## src/rtl/approx_mult_arbiter_if.sv

```systemverilog
// Requester-side bus of approx_mult_arbiter: packed per-requester operands,
// per-requester handshakes and one shared product.
interface approx_mult_arbiter_if #(
  parameter int unsigned N_REQ = 4
);
  logic [N_REQ-1:0]    req_valid;
  logic [N_REQ-1:0]    req_ready;
  logic [16*N_REQ-1:0] req_a;
  logic [16*N_REQ-1:0] req_b;
  logic [N_REQ-1:0]    rsp_valid;
  logic [N_REQ-1:0]    rsp_ready;
  logic [31:0]         rsp_y;

  modport master (
    output req_valid, req_a, req_b, rsp_ready,
    input  req_ready, rsp_valid, rsp_y
  );

  modport slave (
    input  req_valid, req_a, req_b, rsp_ready,
    output req_ready, rsp_valid, rsp_y
  );
endinterface

```

## src/rtl/approx_mult_arbiter.sv

```systemverilog
// Round-robin arbiter/sequencer sharing one clock-gated 16x16 multiplier.
// Optional statistics counters are enabled by defining APPROX_MULT_ARB_STATS_EN.
module approx_mult_arbiter #(
  parameter int unsigned N_REQ   = 4,
  parameter int unsigned MUL_LAT = 2,
  parameter int unsigned CNT_W   = 32
) (
  input  logic                 clk,
  input  logic                 rst,
  approx_mult_arbiter_if.slave bus,
  output logic                 mul_en,
  output logic [15:0]          mul_a,
  output logic [15:0]          mul_b,
  input  logic [31:0]          mul_y,
  output logic                 busy,
  output logic [CNT_W-1:0]     stat_en_cycles,
  output logic [CNT_W-1:0]     stat_ops
);

  localparam int unsigned PTR_W = (N_REQ > 1) ? $clog2(N_REQ) : 1;

  typedef enum logic [1:0] {
    IDLE,
    RUN,
    CAP,
    RESP
  } state_t;

  state_t           state;
  state_t           state_next;
  logic [PTR_W-1:0] ptr;
  logic [PTR_W-1:0] grant_idx;
  logic             grant_found;
  logic [3:0]       lat_cnt;
  logic             lat_done;
  logic             accept;
  logic             rsp_hs;
  logic [31:0]      rsp_y_q;
  logic [N_REQ-1:0] req_ready_c;
  logic [N_REQ-1:0] rsp_valid_c;
  logic [15:0]      a_arr [N_REQ];
  logic [15:0]      b_arr [N_REQ];

  function automatic logic [PTR_W-1:0] wrap_idx(input logic [PTR_W-1:0] base,
                                                input int unsigned    off);
    int unsigned s;
    s = 32'(base) + off;
    if (s >= N_REQ) s = s - N_REQ;
    return PTR_W'(s);
  endfunction

  always_comb begin
    for (int unsigned i = 0; i < N_REQ; i++) begin
      a_arr[i] = bus.req_a[16*i +: 16];
      b_arr[i] = bus.req_b[16*i +: 16];
    end
  end

  // Search starts just past the last winner, so the last winner ranks lowest.
  always_comb begin
    grant_found = 1'b0;
    grant_idx   = '0;
    for (int unsigned i = 1; i <= N_REQ; i++) begin
      if (!grant_found && bus.req_valid[wrap_idx(ptr, i)]) begin
        grant_found = 1'b1;
        grant_idx   = wrap_idx(ptr, i);
      end
    end
  end

  assign lat_done = (lat_cnt == 4'(MUL_LAT - 1));
  assign accept   = (state == IDLE) && grant_found;
  assign rsp_hs   = (state == RESP) && bus.rsp_ready[ptr];

  always_ff @(posedge clk) begin
    if (rst) state <= IDLE;
    else     state <= state_next;
  end

  always_comb begin
    state_next  = state;
    req_ready_c = '0;
    rsp_valid_c = '0;
    case (state)
      IDLE: begin
        if (grant_found) begin
          req_ready_c[grant_idx] = 1'b1;
          state_next             = RUN;
        end
      end
      RUN: begin
        if (lat_done) state_next = CAP;
      end
      CAP: begin
        state_next = RESP;
      end
      RESP: begin
        rsp_valid_c[ptr] = 1'b1;
        if (bus.rsp_ready[ptr]) state_next = IDLE;
      end
      default: state_next = IDLE;
    endcase
  end

  // mul_en is a flop keyed on the next state so it is high exactly in RUN.
  always_ff @(posedge clk) begin
    if (rst) begin
      ptr     <= PTR_W'(N_REQ - 1);
      lat_cnt <= '0;
      mul_en  <= 1'b0;
      mul_a   <= '0;
      mul_b   <= '0;
      rsp_y_q <= '0;
    end else begin
      mul_en <= (state_next == RUN);
      if (accept) begin
        mul_a   <= a_arr[grant_idx];
        mul_b   <= b_arr[grant_idx];
        ptr     <= grant_idx;
        lat_cnt <= '0;
      end else if (state == RUN) begin
        lat_cnt <= lat_cnt + 4'd1;
      end
      if (state == CAP) rsp_y_q <= mul_y;
    end
  end

  assign bus.req_ready = req_ready_c;
  assign bus.rsp_valid = rsp_valid_c;
  assign bus.rsp_y     = rsp_y_q;
  assign busy          = (state != IDLE);

`ifdef APPROX_MULT_ARB_STATS_EN
  always_ff @(posedge clk) begin
    if (rst) begin
      stat_en_cycles <= '0;
      stat_ops       <= '0;
    end else begin
      if (mul_en && (stat_en_cycles != '1)) stat_en_cycles <= stat_en_cycles + 1'b1;
      if (rsp_hs && (stat_ops != '1))       stat_ops       <= stat_ops + 1'b1;
    end
  end
`else
  assign stat_en_cycles = '0;
  assign stat_ops       = '0;
`endif

endmodule

```

## src/flat_wrapper.sv

```systemverilog
// flat-port wrapper written by rule: the top's interface ports become plain ports
module approx_mult_arbiter_flat 
#(
  parameter int unsigned N_REQ   = 4,
  parameter int unsigned MUL_LAT = 2,
  parameter int unsigned CNT_W   = 32
)
  (clk, rst, mul_en, mul_a, mul_b, mul_y, busy, stat_en_cycles, stat_ops, bus_req_valid, bus_req_a, bus_req_b, bus_rsp_ready, bus_req_ready, bus_rsp_valid, bus_rsp_y);
  approx_mult_arbiter_if #(.N_REQ(N_REQ)) bus_i ();
  input  logic clk;
  input  logic rst;
  output logic mul_en;
  output logic [15:0] mul_a;
  output logic [15:0] mul_b;
  input  logic [31:0] mul_y;
  output logic busy;
  output logic [CNT_W-1:0] stat_en_cycles;
  output logic [CNT_W-1:0] stat_ops;
  input wire logic [$bits(bus_i.req_valid)-1:0] bus_req_valid;
  input wire logic [$bits(bus_i.req_a)-1:0] bus_req_a;
  input wire logic [$bits(bus_i.req_b)-1:0] bus_req_b;
  input wire logic [$bits(bus_i.rsp_ready)-1:0] bus_rsp_ready;
  output wire logic [$bits(bus_i.req_ready)-1:0] bus_req_ready;
  output wire logic [$bits(bus_i.rsp_valid)-1:0] bus_rsp_valid;
  output wire logic [$bits(bus_i.rsp_y)-1:0] bus_rsp_y;
  assign bus_i.req_valid = bus_req_valid;
  assign bus_i.req_a = bus_req_a;
  assign bus_i.req_b = bus_req_b;
  assign bus_i.rsp_ready = bus_rsp_ready;
  assign bus_req_ready = bus_i.req_ready;
  assign bus_rsp_valid = bus_i.rsp_valid;
  assign bus_rsp_y = bus_i.rsp_y;
  approx_mult_arbiter #(.N_REQ(N_REQ), .MUL_LAT(MUL_LAT), .CNT_W(CNT_W)) u_core (.clk(clk), .rst(rst), .bus(bus_i), .mul_en(mul_en), .mul_a(mul_a), .mul_b(mul_b), .mul_y(mul_y), .busy(busy), .stat_en_cycles(stat_en_cycles), .stat_ops(stat_ops));
endmodule
```

## config.mk

```make
export PLATFORM = sky130hd
export DESIGN_NAME = approx_mult_arbiter_flat
export DESIGN_NICKNAME = d
export VERILOG_FILES = /design/src/rtl/approx_mult_arbiter_if.sv /design/src/rtl/approx_mult_arbiter.sv /design/src/flat_wrapper.sv
export SDC_FILE = /design/constraint.sdc
export NUM_CORES = 1
export LEC_CHECK = 0
export CORE_AREA = 2 2 119 121
export DETAILED_ROUTE_END_ITERATION = 7
export DIE_AREA = 0 0 121 123
export DONT_BUFFER_PORTS = 1
export GPL_ROUTABILITY_DRIVEN = 1
export PLACE_DENSITY = 0.56
export SKIP_CTS_REPAIR_TIMING = 1
export SLEW_MARGIN = 10
export SYNTH_ARGS = -nofsm -noshare
export SYNTH_HDL_FRONTEND = slang
export SYNTH_SLANG_ARGS = --single-unit
```

## constraint.sdc

```tcl
create_clock -name clk -period 2.7 [get_ports clk]
set_input_delay 0.405 -clock clk [delete_from_list [all_inputs] [get_ports clk]]
set_output_delay 0.405 -clock clk [all_outputs]
set_load 0.03 [all_outputs]
```

==> impl_metrics.py <==
metrics = {
    "status": {
        "result_of_the_run": "finished with violations",
        "failed_checks": "setup timing",
    },
    "routing": {
        "drc_errors": 0,
        "num_vias": 4390,
        "detail_route.wl_per_cell_microns": 19.8,
        "antenna_left": 0,
        "drt-initial-drc-count": 197,
        "finalWirelength_mm": 15.2,
        "detail_route.vias_per_cell": 5.69,
        "drt-pass1-iter-count": 6,
    },
    "worst_hold_path": {
        "worst_hold_path_type": "in -> reg",
        "holdPathEnd": "u_core.state[1]",
        "hold-path-cell-count": 1,
        "min_from": "rst",
    },
    "setup_path": {
        "worst-r2r-cell-count": 11,
        "reg2reg_setup_slack_ps": 90,
        "critical_path.endpoint_type": "output pin",
        "worst-setup-path-type": "reg -> out",
        "critPathMaxFanout": 3,
        "r2r-end": "u_core.mul_a[1]",
        "required_ps": 2300,
        "worstPathArrival_ps": 2590,
        "cp_startpoint_kind": "register",
        "worstReg2RegStart": "u_core.ptr[1]",
    },
    "timing": {
        "achievable-frequency_ghz": 0.334,
        "report.final.slew_viol_count": 0,
        "clk_skew_ps": 10.7,
        "min_period_over_period": 1.11,
        "timing.hold.ws_ps": 151,
        "setup_viol": 4,
        "timing.slew.headroom": 0.573,
        "timing_worst_slew_pin_value_ps": 641,
        "finalCriticalPeriod_ps": 3000,
        "fin_ws_ps": -297,
        "setup_tns_ps": -975,
        "rsz0062_at_grt": "yes",
        "final-hold-violation-count": 0,
    },
    "floorplanning": {
        "num_rows": 43,
        "floorplan.initialDensity": 0.377,
        "fp.dieW_microns": 121,
        "core_region_area_sq_um": 13600,
        "design.portCount": 308,
        "fp.dieArea_sq_um": 14900,
        "y_dimension_of_the_die_microns": 123,
    },
    "pwr": {
        "leakage_power_figure_nw": 2.34,
        "vdd_ir_drop_max_v": 0.000468,
        "power-per-cell-area_nw_per_um2": 1130,
    },
    "grt": {
        "globalRouteOverflowTotal": 0,
        "grt_first_pass_wirelength_mm": 21.9,
        "pin_count_of_the_biggest_net_entering_global_routing": 44,
        "initial_antenna_violation_count": 0,
        "groute.usage.overall": 0.190,
        "vias_in_the_first_global_route": 4212,
    },
    "placed_design": {
        "portBuffers": 0,
        "dp.final_hpwl_mm": 11.1,
        "routabilityCongestion": 0.888,
        "placed_cells_incl_taps": 752,
        "placed_area_sq_um": 5200,
    },
    "final_layout": {
        "drive_above_1_share": 0.188,
        "antenna_cells_inserted": 0,
        "areaGrowthSynthToFinish_pct": 8.23,
        "final_cell_count_no_fill": 772,
        "final_area_sq_um": 5560,
        "layout.nets": 763,
        "commonest_non_fill_non_tap_cell_in_the_layout": "sky130_fd_sc_hd__nand2_1",
        "highest_count_cells_in_the_layout_ignoring_fill_and_taps": "sky130_fd_sc_hd__nand2_1 (103), sky130_fd_sc_hd__dfxtp_1 (72), sky130_fd_sc_hd__mux2i_1 (66)",
    },
    "clock_network": {
        "ctsLongestPathBuffers": 2,
        "htreeDepth": 3,
        "cts.sink_count": 73,
        "tritoncts": "built",
        "clkTransAtPathRegs_ps": 60,
        "number_of_buffers_created_by_cts": 9,
        "clock-root-buffer": "sky130_fd_sc_hd__clkbuf_16",
        "clkLatencyLatePin_ps": 340,
    },
    "logic_synthesis": {
        "synth_top_cell_area_share": 0.284,
        "synth_largest_area_cell": "sky130_fd_sc_hd__dfxtp_1",
        "netlist-cell-type-count": 41,
        "synthesis.yosys.warnings": 0,
        "yosys-top-cells-area": "sky130_fd_sc_hd__dfxtp_1 (28%), sky130_fd_sc_hd__mux2i_1 (13%), sky130_fd_sc_hd__buf_4 (9.5%)",
        "synth_area_sq_um": 5140,
        "syn_area_per_cell_sq_um": 8.61,
        "synth.ff_latch_count": 73,
        "postSynthCellCount": 597,
        "yosysSeqAreaShare": 0.284,
    },
    "flow_run": {
        "maxCapViolCount": 0,
    },
}
kinds of logic (layout without fill, tap and decap cells):
kind of cell    count (synthesis)  after routing  share of synthesized area
xor+xnor                        4              4                    0.00682
other cells                     1             64                   0.000730
mux                           106            106                      0.225
buf+inv                       124             56                      0.155
flops                          73             73                      0.284
simple gates                  173            173                      0.160
fa+ha+maj                       6              6                     0.0146
compound gates                110            110                      0.155
critical path, cell delays in order (launching register included):
cell and delay [ps]:
sky130_fd_sc_hd__dfxtp_1 320, sky130_fd_sc_hd__inv_1 70, sky130_fd_sc_hd__ha_4 280, sky130_fd_sc_hd__mux4_2 560, sky130_fd_sc_hd__nor2b_4 150, sky130_fd_sc_hd__nor4_2 50
sky130_fd_sc_hd__a311oi_2 290, sky130_fd_sc_hd__nand3_2 200, sky130_fd_sc_hd__nor3_4 190, sky130_fd_sc_hd__buf_12 140
cell usage after synthesis (all sizes together):
library cell	count
a21oi	37
xnor2	2
nor2b	3
o31ai	32
mux2i	68
nand2b	5
inv	5
xor2	2
nor3b	1
nand2	103
o211a	1
dfxtp	73
or3	1
mux2	34
nor3	3
ha	6
clkbuf	32
or2	1
nor2	13
buf	87
o21ai	1
a2111oi	1
a22oi	1
or4	1
a211oi	3
mux4	4
o221ai	33
and3	5
conb	1
or3b	1
or4b	1
nor4	1
nand4	33
a311oi	1
nand3	1
metrics by stage:
| step | utilization | setup WS (ps) | power, mW |
|---|---|---|---|
| finish | 0.408 | -297 | 6.26 |
| CTS | 0.402 | -382 | 6.12 |
| detailed placement | 0.382 | -5.44 | 4.98 |
| global route | 0.408 | -402 | 6.62 |
| floorplan | - | -194 | 4.44 |
| global placement | 0.382 | 15.4 | 4.89 |
registers in the layout, summed over array words and instances (netlist names):
name,flops
u_core.bus.rsp_y,32
u_core.mul_a,16
u_core.mul_b,16
u_core.lat_cnt,4
u_core.ptr,2
u_core.state,2
u_core.mul_en,1
worst max path at each step:
stage / cells past startpoint / to / startpoint / slack (ps)
floorplan: 10 / bus_req_ready[2] / u_core.ptr[0] / -190
global placement: 9 / bus_req_ready[0] / u_core.ptr[1] / 20
detailed placement: 9 / bus_req_ready[0] / u_core.ptr[1] / -5
CTS: 9 / bus_req_ready[0] / u_core.ptr[1] / -380
global route: 10 / bus_req_ready[2] / u_core.ptr[0] / -400
finish: 9 / bus_req_ready[2] / u_core.ptr[1] / -300
power breakdown:
part           internal (mW)  total [mW]  leakage, nW  switching (mW)
Clock                  0.647        1.12        0.131           0.476
Sequential              1.32        1.95        0.596           0.623
Combinational           1.42        3.19         1.61            1.77
Total                   3.39        6.26         2.34            2.87
routing by layer:
metal	up-vias	GRT usage	wire (microns)
met5	-	0	0
met1	2033	0.214	5710
met4	0	0.106	460
met2	289	0.317	7400
li1	2032	-	-
met3	36	0.0618	1670
layout make-up:
| class | instances | area, sq um |
|---|---|---|
| fillers | 1372 | 8050 |
| multi-input cells | 463 | 3220 |
| flip-flops and latches | 73 | 1470 |
| repair buffers | 35 | 345 |
| clock buffers | 10 | 239 |
| well taps | 180 | 225 |
| clock inverters | 6 | 41.3 |
| inverters | 5 | 23.8 |
(Power assumes the default switching activity.)
==> edit (same flow settings) <==
Add a define of `APPROX_MULT_ARB_STATS_EN`.
--- a/src/rtl/approx_mult_arbiter.sv
+++ b/src/rtl/approx_mult_arbiter.sv
@@ -1,5 +1,7 @@
 // Round-robin arbiter/sequencer sharing one clock-gated 16x16 multiplier.
 // Optional statistics counters are enabled by defining APPROX_MULT_ARB_STATS_EN.
+`define APPROX_MULT_ARB_STATS_EN
+
 module approx_mult_arbiter #(
   parameter int unsigned N_REQ   = 4,
   parameter int unsigned MUL_LAT = 2,
Check against the original RTL: not equivalent (a bounded check fails within 4 cycles, from zero or initial values and one cycle with rst high).
==> edit against the unedited design <==
Hold slack lost 0.082 ns; routed wire length grew 41%; first-iteration DRC count grew to 2.6 times the old value; maximum frequency grew 15%; via count grew 51%; synthesized area grew 36%; total power shrank 0.23%; worst setup slack gained 0.39 ns; sequential cell count grew 64; cell area grew 49%; critical endpoint is now bus_req_ready[3].
==> edit: results (changes against the unedited design) <==
* Number of antenna violations at the first check in global routing at 1 (was 0)
* Instance count of the mapped netlist at 872 (was 597)
* Avg WL per Cell at 19.3 um (was 19.8 um)
* Yosys cell types at 47 (was 41)
* Pin slew with the least headroom to its limit at 0.963 ns (was 0.641 ns)
* Delay-heaviest family, CP: compound AO/OA/AOI/OAI gates (was simple AND/OR/NAND/NOR gates)
* Share of cells above drive strength 1 at 0.150 (was 0.188)
* Register area share after synthesis at 0.393 (was 0.284)
* Clk_lat worst skew at 0.42 ns (was 0.34 ns)
* Iter 0 DRT Violations at 516 (was 197)
* Vias after detailed routing at 6618 (was 4390)
* Layout fillers at 1233 (was 1372)
* Internal power component at 4.00 mW (was 3.39 mW)
* Hpwl dp at 15600 um (was 11100 um)
* TritonCTS buffer count at 17 (was 9)
* Routability cong. at 0.887 (was 0.888)
* Setup clock skew after layout at 0.00949 ns (was 0.0107 ns)
* Result of the run: complete, no violations (was complete, but fails checks)
* WP data arrival at 2.20 ns (was 2.59 ns)
* Mux contribution to synthesized area at 0.0523 (was 0.225)
* Adder-Cell Fraction of Synth Area at 0.0143 (was 0.0146)
* Lkg Pwr at 3.16 nW (was 2.34 nW)
* Total number of H-tree levels at 4 (was 3)
* Leading post-synthesis cells by cell area: sky130_fd_sc_hd__dfxtp_1 39%, sky130_fd_sc_hd__a21oi_1 6.7%, sky130_fd_sc_hd__xor2_1 5.3%, sky130_fd_sc_hd__nand2_1 5.1%, sky130_fd_sc_hd__mux2i_1 4.6% (was sky130_fd_sc_hd__dfxtp_1 28%, sky130_fd_sc_hd__mux2i_1 13%, sky130_fd_sc_hd__buf_4 9.5%, sky130_fd_sc_hd__nand2_1 7.5%, sky130_fd_sc_hd__mux2_2 7.5%)
* Compound-Gate Fraction of Synth Area at 0.206 (was 0.155)
* Router iterations before antenna repair at 5 (was 6)
* Worst voltage drop across the vdd grid at 0.455 mV (was 0.468 mV)
* Critical path fanouts, max at 7 (was 3)
* Pin count of the biggest net entering global routing at 106 (was 44)
edit: path summary, 6_finish.rpt:
path,cells past startpoint,to,start,slack [ns]
max reg2reg,6,u_core.stat_ops[30],u_core.ptr[0],0.20
max,8,bus_req_ready[3],u_core.ptr[1],0.09
min reg2reg,2,u_core.lat_cnt[3],u_core.lat_cnt[3],0.56
min,1,u_core.stat_ops[15],rst,0.07
edit: routing by layer:
metal | wire length, um | share of wire | track usage
met5 | 0 | 0 | 0
met2 | 10700 | 0.50 | 0.470
met3 | 1890 | 0.088 | 0.0978
met1 | 8440 | 0.39 | 0.334
met4 | 466 | 0.022 | 0.107
edit: power groups by stage:
stage               combinational, mW  sequential (mW)  clock [mW]
floorplan                        1.00             2.67           0
global placement                 1.25             2.75           0
detailed placement               1.30             2.76           0
CTS                              1.30             2.71        2.21
global route                     1.48             2.73        2.30
finish                           1.35             2.71        2.18
edit: area by class of cell:
class / instances / area [sq um] / area share
multi-input cells: 662 / 4060 / 0.489
diodes: 2 / 5.00 / 0.000603
well taps: 180 / 225 / 0.0271
flip-flops and latches: 137 / 2750 / 0.331
clock buffers: 18 / 439 / 0.0529
inverters: 15 / 56.3 / 0.00678
clock inverters: 14 / 116 / 0.0140
repair buffers: 83 / 652 / 0.0785
edit: stage by stage:
step	hold slack [ns]	cell area, sq um	worst slack [ns]	utilization
after floorplan	0.480	7030	0.00566	-
after global placement	0.487	7690	0.306	0.565
after detailed placement	0.489	7690	0.163	0.565
after CTS	0.0443	8240	-0.245	0.606
after global routing	0.0466	8300	-0.0183	0.610
final	0.0695	8300	0.0904	0.610
edit: logic make-up after synthesis:
kind of cell               after synthesis
AOI/OAI and AO/OA                      233
adders and majority gates                8
muxes                                   35
and+or+nand+nor                        329
buffers and inverters                   73
xor gates and xnor gates                57
DFF                                    137
